<file path="config.mk">
export PLATFORM = sky130hd
export DESIGN_NAME = add_round_key_seq
export DESIGN_NICKNAME = d
export VERILOG_FILES = /design/src/rtl/add_round_key_seq.sv
export SDC_FILE = /design/constraint.sdc
export NUM_CORES = 1
export LEC_CHECK = 0
export ABC_AREA = 1
export CAP_MARGIN = 30
export CORE_ASPECT_RATIO = 1.2
export CORE_MARGIN = 5
export CORE_UTILIZATION = 40
export DETAILED_ROUTE_END_ITERATION = 10
export DONT_BUFFER_PORTS = 1
export PLACE_DENSITY_LB_ADDON = 0.12
export SYNTH_ARGS = -nofsm -noshare
export SYNTH_HDL_FRONTEND = slang
export SYNTH_SLANG_ARGS = --single-unit
export TNS_END_PERCENT = 1
</file>
<file path="constraint.sdc">
create_clock -name clk -period 1.8 [get_ports clk]
set_clock_uncertainty 0.1 [all_clocks]
set_input_delay 0.54 -clock clk [delete_from_list [all_inputs] [get_ports clk]]
set_output_delay 0.54 -clock clk [all_outputs]
set_load 0.05 [all_outputs]
</file>
<file path="src/rtl/add_round_key_seq.sv">
// add_round_key_seq: word-serial AES AddRoundKey.
// Captures a state/key pair, XORs one WORD_W slice per cycle in place
// (LSB word first), then holds the result until the consumer takes it.
// A round index tracks which of the NUM_ROUNDS key additions the result
// belongs to.
// Optional feature: define ADD_ROUND_KEY_PARITY_EN to add out_parity_o,
// the XOR-reduction of out_state_o, registered alongside it.
module add_round_key_seq #(
  parameter int STATE_W    = 128,
  parameter int WORD_W     = 32,
  parameter int NUM_ROUNDS = 11,
  localparam int IDX_W     = (NUM_ROUNDS > 1) ? $clog2(NUM_ROUNDS) : 1
) (
  input  logic               clk,
  input  logic               rst_n,
  input  logic               clear_i,
  input  logic               in_valid_i,
  output logic               in_ready_o,
  input  logic [STATE_W-1:0] in_state_i,
  input  logic [STATE_W-1:0] in_key_i,
  output logic               out_valid_o,
  input  logic               out_ready_i,
  output logic [STATE_W-1:0] out_state_o,
`ifdef ADD_ROUND_KEY_PARITY_EN
  output logic               out_parity_o,
`endif
  output logic [IDX_W-1:0]   round_idx_o,
  output logic               last_round_o
);

  localparam int NWORDS = STATE_W / WORD_W;
  localparam int CNT_W  = (NWORDS > 1) ? $clog2(NWORDS) : 1;

  typedef enum logic [1:0] {
    IDLE = 2'd0,
    RUN  = 2'd1,
    DONE = 2'd2
  } state_e;

  state_e             state_q, state_d;
  logic [STATE_W-1:0] data_q, data_d;
  logic [STATE_W-1:0] key_q, key_d;
  logic [CNT_W-1:0]   word_cnt_q, word_cnt_d;
  logic [IDX_W-1:0]   round_q, round_d;
  logic               last_word;

  assign last_word = (word_cnt_q == CNT_W'(NWORDS - 1));

  // FSM state register.
  // NOTE: clocked blocks use non-blocking (<=) so every register samples
  // pre-edge values; blocking (=) here would create order-dependent races.
  always_ff @(posedge clk or negedge rst_n) begin
    if (!rst_n) state_q <= IDLE;
    else        state_q <= state_d;
  end

  // FSM next state: clear overrides every handshake.
  // NOTE: each combinational output gets a default first so no path leaves
  // it unassigned; a missing default infers a latch.
  always_comb begin
    state_d = state_q;
    if (clear_i) begin
      state_d = IDLE;
    end else begin
      unique case (state_q)
        IDLE:    if (in_valid_i)  state_d = RUN;
        RUN:     if (last_word)   state_d = DONE;
        DONE:    if (out_ready_i) state_d = IDLE;
        default:                  state_d = IDLE;
      endcase
    end
  end

  // FSM outputs: ready only in IDLE, valid only in DONE.
  always_comb begin
    in_ready_o  = (state_q == IDLE);
    out_valid_o = (state_q == DONE);
  end

  // Datapath next state: capture, word-serial XOR, round advance on transfer.
  always_comb begin
    data_d     = data_q;
    key_d      = key_q;
    word_cnt_d = word_cnt_q;
    round_d    = round_q;
    if (clear_i) begin
      word_cnt_d = '0;
      round_d    = '0;
    end else begin
      unique case (state_q)
        IDLE: begin
          if (in_valid_i) begin
            data_d     = in_state_i;
            key_d      = in_key_i;
            word_cnt_d = '0;
          end
        end
        RUN: begin
          for (int k = 0; k < NWORDS; k++) begin
            if (word_cnt_q == CNT_W'(k)) begin
              data_d[k*WORD_W +: WORD_W] = data_q[k*WORD_W +: WORD_W] ^ key_q[k*WORD_W +: WORD_W];
            end
          end
          word_cnt_d = last_word ? '0 : word_cnt_q + CNT_W'(1);
        end
        DONE: begin
          if (out_ready_i) begin
            round_d = (round_q == IDX_W'(NUM_ROUNDS - 1)) ? '0 : round_q + IDX_W'(1);
          end
        end
        default: ;
      endcase
    end
  end

  // Datapath registers.
  // NOTE: the state and key registers are reset on purpose: out_state must
  // read zero straight out of reset, so they cannot be left as plain RAM-like
  // storage without reset.
  always_ff @(posedge clk or negedge rst_n) begin
    if (!rst_n) begin
      data_q     <= '0;
      key_q      <= '0;
      word_cnt_q <= '0;
      round_q    <= '0;
    end else begin
      data_q     <= data_d;
      key_q      <= key_d;
      word_cnt_q <= word_cnt_d;
      round_q    <= round_d;
    end
  end

  assign out_state_o  = data_q;
  assign round_idx_o  = round_q;
  assign last_round_o = (round_q == IDX_W'(NUM_ROUNDS - 1));

`ifdef ADD_ROUND_KEY_PARITY_EN
  logic parity_q;

  // Parity tracks the state register so it is valid whenever out_state is.
  always_ff @(posedge clk or negedge rst_n) begin
    if (!rst_n) parity_q <= 1'b0;
    else        parity_q <= ^data_d;
  end

  assign out_parity_o = parity_q;
`endif

endmodule

</file>
### Word-level counts from Yosys, hierarchy flattened

Cells that the tools add are included.

| operators by class | value |
|---|---|
| add/sub/neg operators | 2 |
| eq/ne operators | 14 |
| muxes and demuxes | 19 |
| bitwise operators | 5 |
| reduce and logical (&&, ||, !) cells | 14 |

Operators by type and width:

| cell | number |
|---|---|
| case mux 128 bit (2 select lines) | 1 |
| two-way mux 128 bit | 1 |
| two-way mux 32 bit | 4 |
| XOR 32 bit | 4 |
| two-way mux 4 bit | 4 |
| AND reduction 4 bit | 4 |
| two-way mux 2 bit | 7 |
| inequality test 2 bit, second input constant | 5 |
| equality test 2 bit, second input constant | 3 |
| inequality test 3 bit, second input constant | 2 |
| case mux 2 bit (3 select lines) | 1 |
| AND reduction 3 bit | 2 |
| nonzero test 2 bit | 3 |
| adder 4 x 1 -> 4 bit, second input constant | 1 |
| equality test 2 x 1 -> 1 bit, second input constant | 2 |
| equality test 4 bit, second input constant | 1 |
| logical NOT 2 bit | 2 |
| case mux 2 bit (2 select lines) | 1 |
| AND reduction 2 bit | 2 |
| inequality test 3 x 2 -> 1 bit, second input constant | 1 |
| nonzero test 3 bit | 1 |
| adder 2 x 1 -> 2 bit, second input constant | 1 |
| NOT 1 bit | 1 |

| storage, ports and cells | value |
|---|---|
| bits in registers | 264 |
| input port bits | 261 |
| output and inout bits | 135 |
| logic and storage cells | 62 |

### Logic depth before layout (Yosys ltp)

| depth | value |
|---|---|
| word-level depth | 5 |
| depth in mapped cells | 9 |
| mapped depth without buffers | 8 |

### Least setup slack after synthesis

Ideal clock, no wire load.

| timing path | value |
|---|---|
| path type | flip-flop to output port |
| start | register round_q[1], in the netlist round_idx_o[1] |
| end | output last_round_o |
| arrival | 1.340 ns |
| data required time | 1.160 ns |
| slack | -0.180 ns |
| cell stages (with the launch flop) | 4 |
| buffers on the path | 0 |
| cells stage by stage | dfrtp_1 ha_1 nand3_1 inv_1 |

| between the ends | value |
|---|---|
| word-level cells in the longest chain between the ends | 1 |

RTL lines:

| what | line | text |
|---|---|---|
| start: declaration | 44 | `logic [IDX_W-1:0] round_q, round_d;` |
| start signal: assignment | 130 | `round_q <= round_d;` |
| equality test 4 bit | 136 | `assign last_round_o = (round_q == IDX_W'(NUM_ROUNDS - 1));` |
| end: declaration | 28 | `output logic last_round_o` |

No other way between the ends.

### Worst setup path after layout

Ends and elaborated chain as after synthesis.

==> results.cfg <==
[critical_path]
worstReg2RegStart = state_q[0]$_DFFE_PN0P_
cp-end-kind = output pin
critPathLaunch = round_idx_o[1]$_DFFE_PN0P_
critPathLaunchType = flop
worstPathArrival_ps = 1480
reg2reg_slack_ps = 190
crit_path_max_fanout = 2
crit_type = flop to output pin
required_ps = 1160

[yosys]
ys_ff_latch = 264
synth_fp_nets = 2229
ys_warn_count = 0
synth_mux_area_frac = 0
synth_seq_area_share = 0.479
synth_cells = 1962
synth_xor_area_frac = 0.000635
synth_top_family_by_area = simple AND/OR/NAND/NOR gates
ys_top_cells_by_area = dfrtp_1 (48%), nand2_1 (25%), inv_1 (7.3%)
async_flop_share = 1.00
synth_top_area_frac = 0.479
synth_compound_area_frac = 0.0492
synth_largest_area_cell = dfrtp_1
synth-simple-area-share = 0.349
syn_area_mm2 = 0.0138
synthAdderAreaFrac = 0.00544
synth_top_flop_cell = dfrtp_1
synth_edf_count = 0
synth_common_cells = nand2_1 (924), inv_1 (268), dfrtp_1 (264)
ys_types = 24
yosysMostFrequentCell = nand2_1
syn_area_per_cell_um2 = 7.03

[placement]
io_buffers = 0
gp_congestion = 0.816
placed_cell_area_mm2 = 0.0147
hpwl_um = 27300
place_inst = 2419

[route]
num_vias = 11900
postRouteWirelength_um = 39800
first_iter_violations = 655
ant_nets = 0
drtPass1Iterations = 6
wire_per_inst_um = 16.1
via_per_inst = 4.83
drc = 0

[global_route]
grt_max_degree = 265
grt_pass1_vias = 11800
track_usage = 0.200
grt_first_pass_wirelength_um = 63100
grt_overflow = 0
antenna_found_initial = 1

[die]
initial_core_util = 0.405
fp.dieH_um = 213
coreArea_mm2 = 0.0341
rows = 74
die_w_um = 179
ios = 396
die_area_mm2 = 0.0383

[clock_network]
cts.sinks = 264
cts_inserted_buffers = 30
clk_pin_slew_ps = 60
insertion_delay_ps = 560
cts_buffer_depth = 3
post_cts_buffers = 0
cts_tree = built
h-tree-depth = 1
root_buffer = clkbuf_16

[power_and_ir_drop]
vdd_drop_max_v = 0.000851
p_per_area_mw_per_mm2 = 1680
comb_power_share = 0.314
clkPwrFrac = 0.221
p_leak_nw = 8.75
switching_share = 0.465
seq_power_share = 0.465
p_sw_mw = 12.4
power.internal_mw = 14.3

[sta]
max_clock_freq_ghz = 0.473
slew_headroom = 0.671
hold_viol_final = 264
setup_violations = 5
finalCriticalPeriod_ps = 2120
tns_ps = -833
rsz0062_at_grt = true
final.setup.worst_slack_ps = -316
period_share = 1.18
hold_ws_ps = -428
worst_slew_pin_slew_ps = 493
slew_violations = 0

[cells_and_area]
fin_nets = 2262
n_fill_cell = 3517
fin_util = 0.465
design_area_mm2 = 0.0159
final_cells = 2472
area_growth_pct = 15.0
drive_gt1_frac = 0.120

[outcome]
status = finished, violations left
violations = hold timing, setup timing

[flow_run]
maxCapViolCount = 0

[hold_path]
hold_class = input port to async pin
==> final cells by class <==
class / count / area, um^2 / area share
Sequential cell: 264 / 6720 / 0.424
Multi-Input combinational cell: 1346 / 5600 / 0.353
Inverter: 270 / 1020 / 0.0642
Timing Repair Buffer: 83 / 1010 / 0.0635
Clock buffer: 39 / 836 / 0.0527
Tap cell: 456 / 571 / 0.0360
Clock inverter: 13 / 98.8 / 0.00624
Antenna cell: 1 / 2.50 / 0.000158
==> state kept, by name (all words and copies together) (netlist names) <==
name,cells
word_cnt_q,2
round_idx_o,4
out_state_o,128
state_q,2
key_q,128
==> through the flow <==
step / setup WS, ps / power, mW
after floorplan: 13.7 / 18.1
after detailed placement: 176 / 20.7
after global routing: -387 / 28.5
final: -316 / 26.7
after CTS: -344 / 26.9
after global placement: 206 / 20.4
==> logic make-up (layout without fill, tap and decap cells) <==
| logic type | count (synthesis) | count (layout) |
|---|---|---|
| flops | 264 | 264 |
| simple gates | 1206 | 1206 |
| buf+inv | 352 | 405 |
| compound gates | 133 | 133 |
| xor+xnor | 1 | 1 |
| other cells | 0 | 1 |
| fa+ha+maj | 6 | 6 |
==> final timing paths <==
check | to | cells past startpoint
setup reg to reg | out_state_o[71]$_DFFE_PN0P_ | 7
setup / recovery | last_round_o | 3
hold reg to reg | key_q[54]$_DFFE_PN0P_ | 2
max in group asynchronous | out_state_o[22]$_DFFE_PN0P_ | 0
hold / removal | out_state_o[79]$_DFFE_PN0P_ | 0
min in group clk | key_q[54]$_DFFE_PN0P_ | 2
==> power groups by stage <==
stage,registers [mW],clock network [mW],logic (mW)
2_1_floorplan,13.5,0,4.66
3_3_place_gp,12.3,0,8.14
3_5_place_dp,12.3,0,8.39
4_1_cts,12.4,6.08,8.42
5_1_grt,12.7,6.33,9.49
6_report,12.4,5.90,8.39
==> critical path, stage by stage, from the launching register on <==
cell and delay, ps:
dfrtp_2 430, ha_4 170, nand3_4 60, clkinvlp_4 250
==> cell usage in the layout, fill, tap and decap left out, types with 8 or more instances in the layout <==
cell type,instances
inv_1,266
dfrtp_2,86
nor2_1,131
buf_4,40
dfrtp_1,177
clkinv_2,9
nand3_1,131
nand2_1,924
nand3_2,8
a21oi_1,130
buf_12,25
clkbuf_16,31
buf_6,17
==> routing by layer <==
layer	vias up	global-route usage	share of wire
met2	336	0.342	0.48
met3	75	0.0573	0.076
met4	0	0.0767	0.035
met5	-	0	0
met1	5589	0.243	0.41
li1	5928	-	-
==> what timing repair did <==
action	4_1_cts	5_1_grt
cloned	0	0
endpoints found under the hold margin	264	264
pin swaps	2	1
endpoints found under the setup margin	94	29
gates resized for setup	95	13
Note: power is estimated with default switching activity, not from simulation.
